==> src/rtl/bmp_ram_arb.sv <==
// BMP download-to-SDRAM writer and display line prefetcher.
// One memory port shared by byte writes (priority) and 32-bit pixel reads.
module bmp_ram_arb #(
  parameter int LINE_W = 640,
  parameter int FIFO_D = 2
) (
  input  logic        clk_sys,
  input  logic        reset,
  input  logic        dl_active,
  input  logic        dl_wr,
  input  logic [24:0] dl_addr,
  input  logic [7:0]  dl_data,
  input  logic        line_req,
  input  logic [8:0]  line_num,
  input  logic [8:0]  line_max,
  output logic        mem_req,
  output logic        mem_we,
  output logic [23:0] mem_addr,
  output logic [7:0]  mem_wdata,
  input  logic        mem_ack,
  input  logic [31:0] mem_rdata,
  output logic        pix_we,
  output logic [9:0]  pix_addr,
  output logic [23:0] pix_data,
  output logic        bmp_loaded,
  output logic        bmp_err,
  output logic        busy
);

  localparam int PW = (FIFO_D > 1) ? $clog2(FIFO_D) : 1;
  localparam int CW = $clog2(FIFO_D + 1);

  localparam logic [1:0] S_IDLE    = 2'd0;
  localparam logic [1:0] S_WR      = 2'd1;
  localparam logic [1:0] S_RD      = 2'd2;
  localparam logic [1:0] S_RD_WAIT = 2'd3;

  logic [1:0]    state;
  logic [23:0]   fa [FIFO_D];
  logic [7:0]    fd [FIFO_D];
  logic [PW-1:0] rd_ptr;
  logic [PW-1:0] wr_ptr;
  logic [CW-1:0] cnt;
  logic          act_q;
  logic          fall_pend;
  logic [23:0]   data_start;
  logic [15:0]   width;
  logic          pend_v;
  logic [8:0]    pend_line;
  logic          cur_v;
  logic [8:0]    cur_line;
  logic [9:0]    x;

  logic          push_req;
  logic          pop;
  logic          full;
  logic          push;
  logic          ovf;
  logic          fifo_ne;
  logic          line_ok;
  logic          start_rd;
  logic          last_x;
  logic [8:0]    line_clamp;
  logic [8:0]    row;
  logic [23:0]   rd_addr;
  logic          unused_rdata;

  function automatic logic [PW-1:0] nxt(input logic [PW-1:0] p);
    return (p == PW'(FIFO_D - 1)) ? '0 : p + PW'(1);
  endfunction

  assign push_req = dl_wr && (dl_addr >= 25'd13)
                  && (dl_addr >= {1'b0, data_start});
  assign pop      = (state == S_WR) && mem_ack;
  assign full     = (cnt == CW'(FIFO_D));
  // a pop in the same cycle frees the slot the push needs
  assign push     = push_req && (!full || pop);
  assign ovf      = push_req && full && !pop;
  assign fifo_ne  = (cnt != '0);

  assign line_ok  = line_req && !dl_active && bmp_loaded;
  assign start_rd = (pend_v || cur_v) && !dl_active && bmp_loaded;
  assign last_x   = (x == 10'(LINE_W - 1));

  assign line_clamp = (line_num >= line_max) ? line_max - 9'd1 : line_num;
  // image is stored bottom-up, so display line 0 is the last file row
  assign row     = line_max - 9'd1 - cur_line;
  assign rd_addr = (24'(row) * 24'(LINE_W) + 24'(x)) << 2;

  assign busy         = (state != S_IDLE) || fifo_ne;
  assign unused_rdata = ^mem_rdata[31:24];

  always_ff @(posedge clk_sys) begin
    if (reset) begin
      state      <= S_IDLE;
      rd_ptr     <= '0;
      wr_ptr     <= '0;
      cnt        <= '0;
      act_q      <= 1'b0;
      fall_pend  <= 1'b0;
      data_start <= '0;
      width      <= '0;
      pend_v     <= 1'b0;
      pend_line  <= '0;
      cur_v      <= 1'b0;
      cur_line   <= '0;
      x          <= '0;
      mem_req    <= 1'b0;
      mem_we     <= 1'b0;
      mem_addr   <= '0;
      mem_wdata  <= '0;
      pix_we     <= 1'b0;
      pix_addr   <= '0;
      pix_data   <= '0;
      bmp_loaded <= 1'b0;
      bmp_err    <= 1'b0;
    end else begin
      act_q  <= dl_active;
      pix_we <= 1'b0;

      if (!dl_active && act_q) begin
        fall_pend <= 1'b1;
      end else if (fall_pend && !fifo_ne) begin
        bmp_loaded <= ~bmp_err;
        fall_pend  <= 1'b0;
      end

      if (dl_active && !act_q) begin
        bmp_loaded <= 1'b0;
        bmp_err    <= 1'b0;
        data_start <= '0;
        width      <= '0;
        fall_pend  <= 1'b0;
      end

      if (dl_wr) begin
        case (dl_addr)
          25'd10: data_start[7:0]   <= dl_data;
          25'd11: data_start[15:8]  <= dl_data;
          25'd12: data_start[23:16] <= dl_data;
          25'd18: width[7:0]        <= dl_data;
          25'd19: begin
            width[15:8] <= dl_data;
            if ({dl_data, width[7:0]} != 16'(LINE_W))
              bmp_err <= 1'b1;
          end
          default: ;
        endcase
      end

      if (ovf)
        bmp_err <= 1'b1;

      if (push) begin
        fa[wr_ptr] <= dl_addr[23:0] - data_start;
        fd[wr_ptr] <= dl_data;
        wr_ptr     <= nxt(wr_ptr);
      end
      if (pop)
        rd_ptr <= nxt(rd_ptr);
      cnt <= cnt + CW'(push) - CW'(pop);

      if (line_ok) begin
        pend_v    <= 1'b1;
        pend_line <= line_clamp;
      end

      unique case (state)
        S_IDLE: begin
          if (fifo_ne) begin
            state     <= S_WR;
            mem_req   <= 1'b1;
            mem_we    <= 1'b1;
            mem_addr  <= fa[rd_ptr];
            mem_wdata <= fd[rd_ptr];
          end else if (start_rd) begin
            state <= S_RD;
            if (pend_v) begin
              cur_line <= pend_line;
              cur_v    <= 1'b1;
              x        <= '0;
              pend_v   <= line_ok;
            end
          end
        end
        S_WR: begin
          if (mem_ack) begin
            mem_req <= 1'b0;
            state   <= S_IDLE;
          end
        end
        S_RD: begin
          mem_req  <= 1'b1;
          mem_we   <= 1'b0;
          mem_addr <= rd_addr;
          state    <= S_RD_WAIT;
        end
        S_RD_WAIT: begin
          if (mem_ack) begin
            mem_req  <= 1'b0;
            pix_we   <= 1'b1;
            pix_addr <= x;
            pix_data <= mem_rdata[23:0];
            if (pend_v || last_x) begin
              cur_v <= 1'b0;
              state <= S_IDLE;
            end else begin
              x     <= x + 10'd1;
              state <= fifo_ne ? S_IDLE : S_RD;
            end
          end
        end
      endcase
    end
  end

endmodule

==> config.mk <==
export PLATFORM = sky130hd
export DESIGN_NAME = bmp_ram_arb
export DESIGN_NICKNAME = d
export VERILOG_FILES = /design/src/rtl/bmp_ram_arb.sv
export SDC_FILE = /design/constraint.sdc
export NUM_CORES = 1
export LEC_CHECK = 0
export CORE_ASPECT_RATIO = 0.5
export CORE_MARGIN = 5
export CORE_UTILIZATION = 40
export CTS_CLUSTER_DIAMETER = 60
export DETAILED_ROUTE_END_ITERATION = 10
export DONT_BUFFER_PORTS = 1
export PLACE_DENSITY_LB_ADDON = 0.15
export SLEW_MARGIN = 20
export SYNTH_ARGS = -nofsm -noshare
export SYNTH_HDL_FRONTEND = slang
export SYNTH_SLANG_ARGS = --single-unit
==> constraint.sdc <==
create_clock -name clk_sys -period 6.7 [get_ports clk_sys]
set_input_delay 1.005 -clock clk_sys [delete_from_list [all_inputs] [get_ports clk_sys]]
set_output_delay 1.005 -clock clk_sys [all_outputs]
set_load 0.02 [all_outputs]
==> results.sh <==
export IMPL_status="complete, no violations"
export IMPL_timing_rr_end="mem_addr[20]"
export IMPL_r2r_cells=16
export IMPL_min_to="cur_line[1]"
export IMPL_synth_adder_area_share_pct=7.860
export IMPL_grtUsageMet2_pct=27.40
export IMPL_layout_drive_gt1_share_pct=6.720
export IMPL_initial_core_util_pct=41.00
export IMPL_portBuffers=0
export IMPL_yosysWarnings=0
export IMPL_die_h_um=124.1
export IMPL_worstReg2RegStart="cur_line[0]"
export IMPL_antenna_left=0
export IMPL_synth_mux_area_share_pct=3.593
export IMPL_n_antenna_cell=0
export IMPL_postCtsSetupBuffers=0
export IMPL_fin_nets=1254
export IMPL_cts_resized=0
export IMPL_area_delta_synth_final_pct=9.590
export IMPL_holdWs_ns=0.4497
export IMPL_synth_top_family_by_area="simple AND/OR/NAND/NOR gates"
export IMPL_p_sw_w=0.001159
export IMPL_finalCritPeriodShare_pct=66.70
export IMPL_r2r_setup_slack_ns=2.69
export IMPL_grt_pass1_vias=7202
export IMPL_pwr_density_cell_nw_per_um2=314.2
export IMPL_grt_busiest_layer="met2"
export IMPL_min_from="pend_line[1]"
export IMPL_combPwrFrac_pct=21.8
export IMPL_wl_um=25950
export IMPL_die_area_um2=29550
export IMPL_end_kind="register"
export IMPL_hold_class="register to register"
export IMPL_p_clk_share_pct=32.8
export IMPL_irDropWorstVdd_uv=147.3
export IMPL_htreeDepth=1
export IMPL_pwr_share_seq_pct=45.4
export IMPL_synthSimpleGateAreaFrac_pct=17.88
export IMPL_tritoncts="done"
export IMPL_yosys_cell_types_count=72
export IMPL_async_flop_share_pct=0
export IMPL_syn_area_per_cell_um2=9.271
export IMPL_synth_edf_count=64
export IMPL_arrival_ns=4.89
export IMPL_postCtsHoldBufs=0
export IMPL_antenna_found_initial=0
export IMPL_rsz0062_at_grt="false"
export IMPL_via_per_inst=5.333
export IMPL_path_class="primary input to register"
export IMPL_synth_seq_area_share_pct=45.76
export IMPL_numClockSinks=206
export IMPL_syn_area_um2=10410
export IMPL_cts_buffers=21
export IMPL_synthFlopType="dfxtp_1"
export IMPL_die_x_um=238.2
export IMPL_dp_worst_setup_slack_ns=1.747
export IMPL_internal_power_w=0.002427
export IMPL_vias=7786
export IMPL_hold_violations=0
export IMPL_cp_max_fo=4
export IMPL_io_pins=161
export IMPL_grt_first_pass_wirelength_um=40350
export IMPL_finalInstanceArea_um2=11410
export IMPL_ys_ff_latch=206
export IMPL_grt_ovfl_total=0
export IMPL_synth_compound_area_share_pct=14.95
export IMPL_relSlewSlack_pct=38.03
export IMPL_clk_pin_slew_ns=0.06
export IMPL_cts_buffer_depth=3
export IMPL_placed_area_um2=10710
export IMPL_dp_final_hpwl_um=19170
export IMPL_fp_row_count=41
export IMPL_setup_viol=0
export IMPL_wl_per_cell_um=17.77
export IMPL_cp_data_required_time_ns=7.12
export IMPL_maxCapViolations=0
export IMPL_p_leak_nw=3.985
export IMPL_worst_slew_pin_slew_ns=0.9225
export IMPL_syn_num_nets=1275
export IMPL_switching_share_pct=32.32
export IMPL_coreArea_um2=25390
export IMPL_fin_skew_ns=0.009747
export IMPL_setup_slack_ns=2.231
export IMPL_remaining_drc_errors=0
export IMPL_use_met3_pct=4.403
export IMPL_met1_usage_pct=23.68
export IMPL_clockRootBuffer="clkbuf_16"
export IMPL_startpoint_type="primary input"
export IMPL_clock_latency_ns=0.51
export IMPL_drt_iter0_markers=501
export IMPL_synth_xor_area_share_pct=5.432
export IMPL_firstDrtPassIters=5
export IMPL_gp_congestion=0.8438
export IMPL_finalSetupTns_ns=0
export IMPL_max_freq_mhz=223.8
export IMPL_grt_use_total_pct=17.04
export IMPL_timing_final_max_slew_violations=0
export IMPL_period_minus_slack_ns=4.469
export IMPL_hold_depth=2
export IMPL_syn_inst=1123
export IMPL_grt_max_degree=131
per-stage QoR:
stage,total power [W],std cells,util [%]
global route,0.003795,1460,44.93
finish,0.003585,1460,44.93
floorplan,0.002271,1123,-
CTS,0.003632,1460,44.92
global placement,0.002427,1423,42.17
detailed placement,0.002441,1423,42.17
Yosys cell counts (28+ instances only):
cell / n / share of area [%]
ha_1: 59 / 7.1
nor2_1: 89 / 3.2
mux2i_1: 28 / 2.7
nand2_1: 147 / 5.3
a21oi_1: 126 / 6.1
dfxtp_1: 142 / 27
clkbuf_1: 47 / 1.7
inv_1: 66 / 2.4
a211oi_1: 33 / 2.4
xnor2_1: 39 / 3.3
nand3_1: 45 / 2.2
edfxtp_1: 64 / 18
state kept, by name, indices dropped and copies added (netlist names), 2 cells and up, named ones only:
register and flops:
cur_line 9, fa 48, mem_wdata 8, data_start 24, pend_line 9, width 8, pix_addr 10, fd 16
cnt 2, pix_data 24, mem_addr 24, state 2, x 10
final cells by class:
type	instances	area (µm²)
clock buffer	26	595.6
fill	2513	13980
clock inverter	11	101.3
multi-input combinational	797	5195
sequential	206	4765
tap	344	430.4
timing repair buffer	10	75.07
inverter	66	247.7
worst max-delay path, stage by stage:
cell      delay, ns
inv_1          0.04
ha_1           0.28
inv_1          0.15
ha_1           0.25
nor2b_1        0.12
o21ai_0        0.19
a21boi_0       0.14
o21ai_0        0.25
nand2b_1       0.14
xor2_1         0.23
xnor2_1        0.10
ha_1           0.35
nor2b_1        0.16
o31a_1         0.28
o31a_1         0.28
a211oi_1       0.16
nor3b_1        0.25
xnor3_1        0.28
a211oi_1       0.23
placed cells by master, fill, tap and decap left out, drive strengths merged, types with 28 or more instances in the layout:
master and count:
nand2 147, dfxtp 142, a21oi 127, nor2 89
inv 67, edfxtp 64, ha 59, nand3 46
xnor2 39, a211oi 34, mux2i 28
power groups by stage:
stage | sequential (W) | clock [W] | combinational (W)
CTS | 0.00163 | 0.00121 | 0.000785
global placement | 0.00166 | 0 | 0.000767
detailed placement | 0.00166 | 0 | 0.000779
finish | 0.00163 | 0.00118 | 0.000780
floorplan | 0.00161 | 0 | 0.000657
global route | 0.00164 | 0.00127 | 0.000884
worst max path at each step:
stage	depth (start not counted)	end	slack [ns]	start
6_report	19	mem_addr[19]	2.23	line_max[0]
4_1_cts	19	mem_addr[20]	2.26	line_max[0]
2_1_floorplan	8	fa[1][0]	1.09	dl_addr[12]
3_3_place_gp	19	mem_addr[20]	1.75	line_max[0]
5_1_grt	19	mem_addr[20]	1.85	line_max[0]
3_5_place_dp	20	mem_addr[20]	1.75	line_max[0]
cell families after synthesis:
group,count (synthesis)
flops,206
compound gates,249
xor+xnor,63
mux,36
simple gates,386
fa+ha+maj,63
buf+inv,120
per-layer routing:
metal | vias to the layer above | part of all wire [%]
li1 | 3945 | -
met1 | 3664 | 48
met2 | 147 | 45
met3 | 30 | 5.8
met4 | 0 | 1.4
met5 | - | 0
Power figures use the tool's default switching activity.
